$ cat src/rtl/sudc_param_pkg.sv
// Shared definitions for the sudc_param up/down counter family:
// counting-mode constants, the default width and the per-edge operation
// decode used by the top-level priority mux.
package sudc_param_pkg;

  // Behaviour at the count limits, used for the SATURATE parameter.
  localparam int SUDC_MODE_WRAP = 0;
  localparam int SUDC_MODE_SAT  = 1;

  // Default counter width when an instance does not override WIDTH.
  localparam int SUDC_DEFAULT_WIDTH = 8;

  // What the q register does on a given rising edge.
  typedef enum logic [1:0] {
    OP_HOLD  = 2'd0,
    OP_CLEAR = 2'd1,
    OP_LOAD  = 2'd2,
    OP_COUNT = 2'd3
  } sudc_op_e;

  // Resolve the three control inputs into one operation.
  // Clear beats load, and load beats counting.
  function automatic sudc_op_e sudc_select_op(input logic clr,
                                              input logic load,
                                              input logic en);
    sudc_op_e op;
    if (clr)       op = OP_CLEAR;
    else if (load) op = OP_LOAD;
    else if (en)   op = OP_COUNT;
    else           op = OP_HOLD;
    return op;
  endfunction

endpackage : sudc_param_pkg

$ cat src/rtl/sudc_next_val.sv
// Combinational next-count generator for sudc_param.
// Given the current count and direction, produces the value the counter
// moves to on an enabled edge, plus a flag saying whether that step
// touched a limit (wrapped around, or was blocked in saturate mode).
// The increment and decrement are computed one bit wider than the counter,
// so the carry/borrow is the limit test itself and a full-range modulus
// (MAX_VAL = 2**WIDTH-1) cannot alias through truncation.
module sudc_next_val
  import sudc_param_pkg::*;
#(
  parameter int          WIDTH    = SUDC_DEFAULT_WIDTH,
  parameter int unsigned MAX_VAL  = (1 << WIDTH) - 1,
  parameter int          SATURATE = SUDC_MODE_WRAP
) (
  input  logic [WIDTH-1:0] q,
  input  logic             up_down,
  output logic [WIDTH-1:0] next_q,
  output logic             limit_hit
);

  localparam logic [WIDTH:0]   MAX_EXT = (WIDTH + 1)'(MAX_VAL);
  localparam logic [WIDTH-1:0] MAX_Q   = MAX_EXT[WIDTH-1:0];
  localparam bit               SAT     = (SATURATE == SUDC_MODE_SAT);

  logic [WIDTH:0] q_ext;
  logic [WIDTH:0] inc_ext;
  logic [WIDTH:0] dec_ext;
  logic           at_max;
  logic           at_zero;

  assign q_ext   = {1'b0, q};
  assign inc_ext = q_ext + 1'b1;
  assign dec_ext = q_ext - 1'b1;

  // Stepping up past MAX_VAL means the widened sum exceeds it; stepping
  // down from 0 borrows into the extra top bit.
  assign at_max  = (inc_ext > MAX_EXT);
  assign at_zero = dec_ext[WIDTH];

  // Pick the next count for the current direction, handling the limits.
  always_comb begin
    // NOTE: every output gets a default first so no path through the
    // branches below can leave a value unassigned and infer a latch.
    next_q    = q;
    limit_hit = 1'b0;
    if (up_down) begin
      if (at_max) begin
        limit_hit = 1'b1;
        next_q    = SAT ? q : '0;
      end else begin
        next_q = inc_ext[WIDTH-1:0];
      end
    end else begin
      if (at_zero) begin
        limit_hit = 1'b1;
        next_q    = SAT ? q : MAX_Q;
      end else begin
        next_q = dec_ext[WIDTH-1:0];
      end
    end
  end

endmodule : sudc_next_val

$ cat src/rtl/sudc_param.sv
// Parametrised synchronous up/down counter with programmable width and
// modulus, wrap or saturate behaviour at the limits, enable, synchronous
// clear and parallel load (clamped into range), a combinational
// terminal-count decode, a one-cycle wrap/limit pulse and sticky
// overflow/underflow flags.
// Reset is asynchronous and active-low on rst.
module sudc_param
  import sudc_param_pkg::*;
#(
  parameter int          WIDTH    = SUDC_DEFAULT_WIDTH,
  parameter int unsigned MAX_VAL  = (1 << WIDTH) - 1,
  parameter int          SATURATE = SUDC_MODE_WRAP
) (
  input  logic             clk,
  input  logic             rst,
  input  logic             en,
  input  logic             up_down,
  input  logic             clr,
  input  logic             load,
  input  logic [WIDTH-1:0] load_val,
  input  logic             sticky_clr,
  output logic [WIDTH-1:0] q,
  output logic             tc,
  output logic             wrap,
  output logic             ovf,
  output logic             udf
);

  localparam logic [WIDTH:0]   MAX_EXT = (WIDTH + 1)'(MAX_VAL);
  localparam logic [WIDTH-1:0] MAX_Q   = MAX_EXT[WIDTH-1:0];

  // Reject configurations the counter cannot represent.
  if (WIDTH < 2) begin : g_bad_width
    $error("sudc_param: WIDTH must be at least 2");
  end
  if (longint'(MAX_VAL) >= (longint'(1) << WIDTH)) begin : g_bad_max
    $error("sudc_param: MAX_VAL must be below 2**WIDTH");
  end

  sudc_op_e         op;
  logic [WIDTH-1:0] count_q;
  logic             limit_hit;
  logic [WIDTH-1:0] load_q;
  logic             limit_event;
  logic             ovf_event;
  logic             udf_event;

  // Next count for an enabled edge in the current direction.
  sudc_next_val #(
    .WIDTH    (WIDTH),
    .MAX_VAL  (MAX_VAL),
    .SATURATE (SATURATE)
  ) u_next_val (
    .q         (q),
    .up_down   (up_down),
    .next_q    (count_q),
    .limit_hit (limit_hit)
  );

  assign op = sudc_select_op(clr, load, en);

  // Out-of-range load values are clamped so q never leaves 0..MAX_VAL.
  assign load_q = ({1'b0, load_val} > MAX_EXT) ? MAX_Q : load_val;

  // A limit only counts as an event when the edge actually counts.
  assign limit_event = (op == OP_COUNT) && limit_hit;
  assign ovf_event   = limit_event && up_down;
  assign udf_event   = limit_event && !up_down;

  // Terminal count tracks the direction without waiting for a clock.
  assign tc = up_down ? (q == MAX_Q) : (q == '0);

  // Count register and the one-cycle wrap pulse.
  always_ff @(posedge clk or negedge rst) begin
    if (!rst) begin
      q    <= '0;
      wrap <= 1'b0;
    end else begin
      // NOTE: sequential state is written with non-blocking assignments
      // so every register samples pre-edge values regardless of order.
      wrap <= limit_event;
      unique case (op)
        OP_CLEAR: q <= '0;
        OP_LOAD:  q <= load_q;
        OP_COUNT: q <= count_q;
        default:  q <= q;
      endcase
    end
  end

  // Sticky flags: a limit event on the same edge beats sticky_clr.
  always_ff @(posedge clk or negedge rst) begin
    if (!rst) begin
      ovf <= 1'b0;
      udf <= 1'b0;
    end else begin
      if (ovf_event)       ovf <= 1'b1;
      else if (sticky_clr) ovf <= 1'b0;
      if (udf_event)       udf <= 1'b1;
      else if (sticky_clr) udf <= 1'b0;
    end
  end

endmodule : sudc_param
$ cat config.mk
export PLATFORM = sky130hd
export DESIGN_NAME = sudc_param
export DESIGN_NICKNAME = d
export VERILOG_FILES = /design/src/rtl/sudc_param_pkg.sv /design/src/rtl/sudc_next_val.sv /design/src/rtl/sudc_param.sv
export SDC_FILE = /design/constraint.sdc
export NUM_CORES = 1
export LEC_CHECK = 0
export BUFFER_PORTS_ARGS = -buffer_cell sky130_fd_sc_hd__buf_2
export CAP_MARGIN = 40
export CORE_ASPECT_RATIO = 1.25
export CORE_MARGIN = 3
export CORE_UTILIZATION = 50
export CTS_CLUSTER_SIZE = 10
export DETAILED_ROUTE_END_ITERATION = 6
export PLACE_DENSITY = 0.73
export REMOVE_ABC_BUFFERS = 1
export SLEW_MARGIN = 15
export SYNTH_ARGS = -nofsm -noshare
export SYNTH_HDL_FRONTEND = slang
export SYNTH_SLANG_ARGS = --single-unit
export TNS_END_PERCENT = 20
$ cat constraint.sdc
create_clock -name clk -period 5.9 [get_ports clk]
set_clock_uncertainty 0.15 [all_clocks]
set_input_delay 1.475 -clock clk [delete_from_list [all_inputs] [get_ports clk]]
set_output_delay 1.475 -clock clk [all_outputs]
set_load 0.01 [all_outputs]
# After elaboration in Yosys (flattened, before gate mapping)

Cells that the tools add are included.

Register bits: 11
Input bits: 15
Output and inout bits: 12
Word-level logic and storage cells: 33

Add/subtract/negate cells: 2
Magnitude comparators: 1
Equal/unequal tests: 4
Muxes and demuxes: 14
Reduce and logical (&&, ||, !) cells: 8

Operators with widths:

| operator                                                                        | number |
|---|---|
| 8-bit two-way mux                                                               | 3 |
| 8-bit one-hot mux with 3 select lines                                           | 1 |
| 8-bit by 1-bit adder with 9-bit output, second input constant                   | 1 |
| 9-bit by 8-bit greater-than comparator with 1-bit output, second input constant | 1 |
| 8-bit by 1-bit subtractor with 9-bit output, second input constant              | 1 |
| 8-bit == test, second input constant                                            | 1 |
| 8-bit logical NOT                                                               | 1 |
| 1-bit two-way mux                                                               | 7 |
| 2-bit two-way mux                                                               | 3 |
| 2-bit == test, second input constant                                            | 2 |
| 2-bit nonzero test                                                              | 2 |
| 1-bit logical AND                                                               | 3 |
| 3-bit nonzero test                                                              | 1 |
| 2-bit by 1-bit == test with 1-bit output, second input constant                 | 1 |
| 1-bit logical NOT                                                               | 1 |

# Depth between registers and ports, before layout

Word-level depth: 7
Mapped depth: 6
Mapped depth without buffers: 6

# Hierarchy

Synthesis repeated with hierarchy kept, for this count alone.

Cells, all modules: 140
Area total of the unflattened synthesis: 1,168.6 um2

By module, submodules not included:

| module        | instances | cells each | area an instance (um2) | seq. area each (um2) |
|---|---|---|---|---|
| sudc_param    | 1         | 53         | 590.6                  | 275.3 |
| sudc_next_val | 1         | 87         | 578.1                  | 0.0 |

# Worst setup path before layout

Ideal clock, no wire load.

Kind: input -> output
Start: input up_down
End: output tc
Arrival time: 2.023 ns
Data required time: 4.275 ns
Slack: 2.252 ns
Stages on the path: 3
Buffers on the path: 0
Cell sequence: inv_1 or3_1 nand2_1

Word-level cells in the longest chain between the ends: 1

RTL lines:

| what               | line             | source |
|---|---|---|
| start: declaration | sudc_param.sv:17 | `input logic up_down,` |
| 1-bit two-way mux  | sudc_param.sv:71 | `assign tc = up_down ? (q == MAX_Q) : (q == '0);` |
| end: declaration   | sudc_param.sv:23 | `output logic tc,` |

No other way between the ends.

# Worst setup path after layout

Same ends and word-level chain as after synthesis.

==> metrics.md <==
| Metric | Value |
|---|---|
| Num rows | `17` |
| TritonRoute pass-1 iters | `4` |
| Iteration-0 DRC Markers | `38` |
| First-pass GRT wire length | `between 5 and 6 mm` |
| VDD IR max | `about 0.13 mV` |
| Largest cells by area after synthesis | `dfrtp_1, nor3b_1, ha_1` |
| Final ANT Viol Nets | `0` |
| Final nets | `between 150 and 200` |
| Diodes inserted | `0` |
| Yosys reg bits | `11` |
| CTS Sinks | `11` |
| Total of max-cap violations | `0` |
| Sw Share | `0.377` |
| Tmin final | `roughly 4 ns` |
| Clk pwr share | `0.251` |
| Final WS setup | `roughly 1.9 ns` |
| Top_reg_cell synth | `dfrtp_1` |
| Setup repair bufs after CTS | `0` |
| Syn Std Cell Area | `roughly 0.0011 mm^2` |
| Die ar. | `roughly 0.0027 mm^2` |
| Worst-path clk slew | `approximately 0.07 ns` |
| Setup crit end kind | `output port` |
| Die Y | `57.3 um` |
| Area added between synthesis and finish | `11.8%` |
| Max Fanout on Critical Path | `11` |
| CTS max path bufs | `2` |
| CTS Hold Buffers Added | `0` |
| Fill cell count | `approximately 190` |
| Area of the multi-input gates | `699 um^2` |
| RSZ-0062 raised after global routing | `no` |
| DRC Markers | `0` |
| Largest net degree at the start of global routing | `20` |
| Setup violators final | `0` |
| Synth top area share | `0.261` |
| Number of distinct library cells after synthesis | `48` |
| IO buf count | `26` |
| Overall Global Routing Usage | `0.252` |
| Sequential share of the synthesized area | `0.261` |
| GP Congestion | `a little under 0.9` |
| Worst Tran Pin Value | `between 0.7 and 0.8 ns` |
| Synth Area per Inst | `7.98 um^2` |
| P_sw | `about 0.000083 W` |
| Flop pwr share | `0.431` |
| WP data arrival | `approximately 2.4 ns` |
| Pwr Density | `approximately 190 mW/mm^2` |
| Part of the power in combinational logic | `0.318` |
| DRT Wirelength | `around 3.0 mm` |
| Antenna violations before repair | `0` |
| Initial core utilization | `0.563` |
| Worst hold path class | `flip-flop to flip-flop` |
| Total CTS buffers | `3` |
| Area after DPL | `approximately 0.0012 mm^2` |
| YS warnings | `0` |
| DP HPWL | `2.09 mm` |
| Register area | `275 um^2` |
| Slew HR | `0.487` |
| CP Launch Type | `primary input` |
| Fin crit share | `0.681` |
| Worst Path Required | `4.28 ns` |
| Worst skew pair latency | `between 0.2 and 0.3 ns` |
| Share of cells above drive strength 1 | `0.237` |
| Fin area | `approximately 0.0012 mm^2` |
| Cts repair resizes | `0` |
| Grt total ovfl | `0` |
| Internal | `roughly 0.00014 W` |
| Root buffer cell | `clkbuf_4` |
| Fin. Hold Viols | `0` |
| Critical path class | `primary input to output port` |
| WHS | `0.377 ns` |
| Via count | `~1100` |
| Number of flops mapped to enable cells by yosys | `0` |
| Wire length per cell | `17.6 um` |
| Pins Over Slew Limit | `0` |
| TritonCTS clock tree | `done` |
| Cell taking the most area after synthesis | `dfrtp_1` |
| Core area | `0.00187 mm^2` |
| DIE WIDTH | `~47 um` |
| Post-place setup slack | `1.90 ns` |
| Max Fclk | `between 0.2 and 0.25 GHz` |
| Synthesized instance count | `132` |
| I/O pins | `27` |
| Status | `complete, no violations` |
| Vias per inst | `approximately 6.6` |
| Ys async rst share | `1.00` |
| Setup TNS | `0 ns` |
| Vias in the first global route | `1072` |
| Htree depth | `1` |
| Pleak | `between 0.5 and 0.6 nW` |
## logic make-up (layout without fill, tap and decap cells)
logic type	after synthesis	after routing	synth area share
fa+ha+maj	4	4	0.0475
flops	11	11	0.261
simple gates	57	57	0.308
buf+inv	16	36	0.0748
mux	1	1	0.0107
xor+xnor	5	5	0.0416
compound gates	38	38	0.257
## placed cells by master, fill, tap and decap left out, drive strengths merged, types with 2 or more instances in the layout
cell type	n
a21o	2
a21oi	9
a311o	3
a31o	2
a31oi	2
and2	2
and3	2
buf	26
clkbuf	4
dfrtp	11
ha	4
inv	6
nand2	7
nand3	10
nand4	3
nor2	12
nor3	4
nor3b	8
o211ai	2
o21ai	3
o22ai	3
o31ai	2
xnor2	3
xor2	2
## critical path, cell delays in order
cell     delay [ns]
buf_2          0.19
inv_1          0.13
or3_1          0.40
nand2_1        0.07
buf_2          0.12
## cell usage after synthesis (2+ instances only)
cell type	instances
a31oi_1	2
xor2_1	2
a21oi_1	9
a21o_1	2
clkbuf_1	4
buf_2	3
and2_1	2
buf_4	2
o22ai_1	3
xnor2_1	3
o31ai_1	2
inv_1	6
a31o_2	2
nor3_1	4
nor2_1	12
nand4_1	3
nand3_1	10
o21ai_0	2
dfrtp_1	11
nand2_1	7
ha_1	4
nor3b_1	8
o211ai_1	2
a311o_1	3
## state kept, by name, indices dropped and copies added (netlist names)
register / count
q: 8
ovf: 1
udf: 1
wrap: 1
## power groups by stage
stage	logic (W)	clock network [W]	registers, W
after global placement	0.0000683	0	0.0000955
after floorplan	0.0000415	0	0.0000950
after global routing	0.0000778	0.0000596	0.0000965
after CTS	0.0000695	0.0000561	0.0000945
final	0.0000701	0.0000554	0.0000950
after detailed placement	0.0000689	0	0.0000961
## routing by layer
metal | vias to the layer above | wire length, um | track usage
li1 | 534 | - | -
met1 | 516 | 1220 | 0.357
met2 | 67 | 1410 | 0.371
met3 | 9 | 312 | 0.0410
met4 | 0 | 65 | 0.103
met5 | - | 0 | 0
## area by class of cell
| class | count | area share |
|---|---|---|
| clock buffer | 4 | 0.0223 |
| timing repair buffer | 26 | 0.111 |
| multi-input combinational | 105 | 0.594 |
| tap | 19 | 0.0202 |
| sequential | 11 | 0.234 |
| inverter | 6 | 0.0191 |
## worst paths after layout
check	start	to	slack, ns	depth (start not counted)
max	up_down	tc	1.88	5
min	udf	udf	0.38	2
max reg2reg	q[0]	q[0]	3.45	6
min reg2reg	udf	udf	0.38	2
max in group asynchronous	rst	q[1]	4.45	1
min in group asynchronous	rst	q[6]	0.91	1
## stage by stage
stage           util  std cells  power (W)
4_1_cts        0.629        171   0.000220
5_1_grt        0.629        171   0.000234
3_3_place_gp   0.615        167   0.000164
2_1_floorplan      -        122   0.000137
6_report       0.629        171   0.000221
3_5_place_dp   0.615        167   0.000165
No activity file was read; power rests on OpenSTA's default activity.
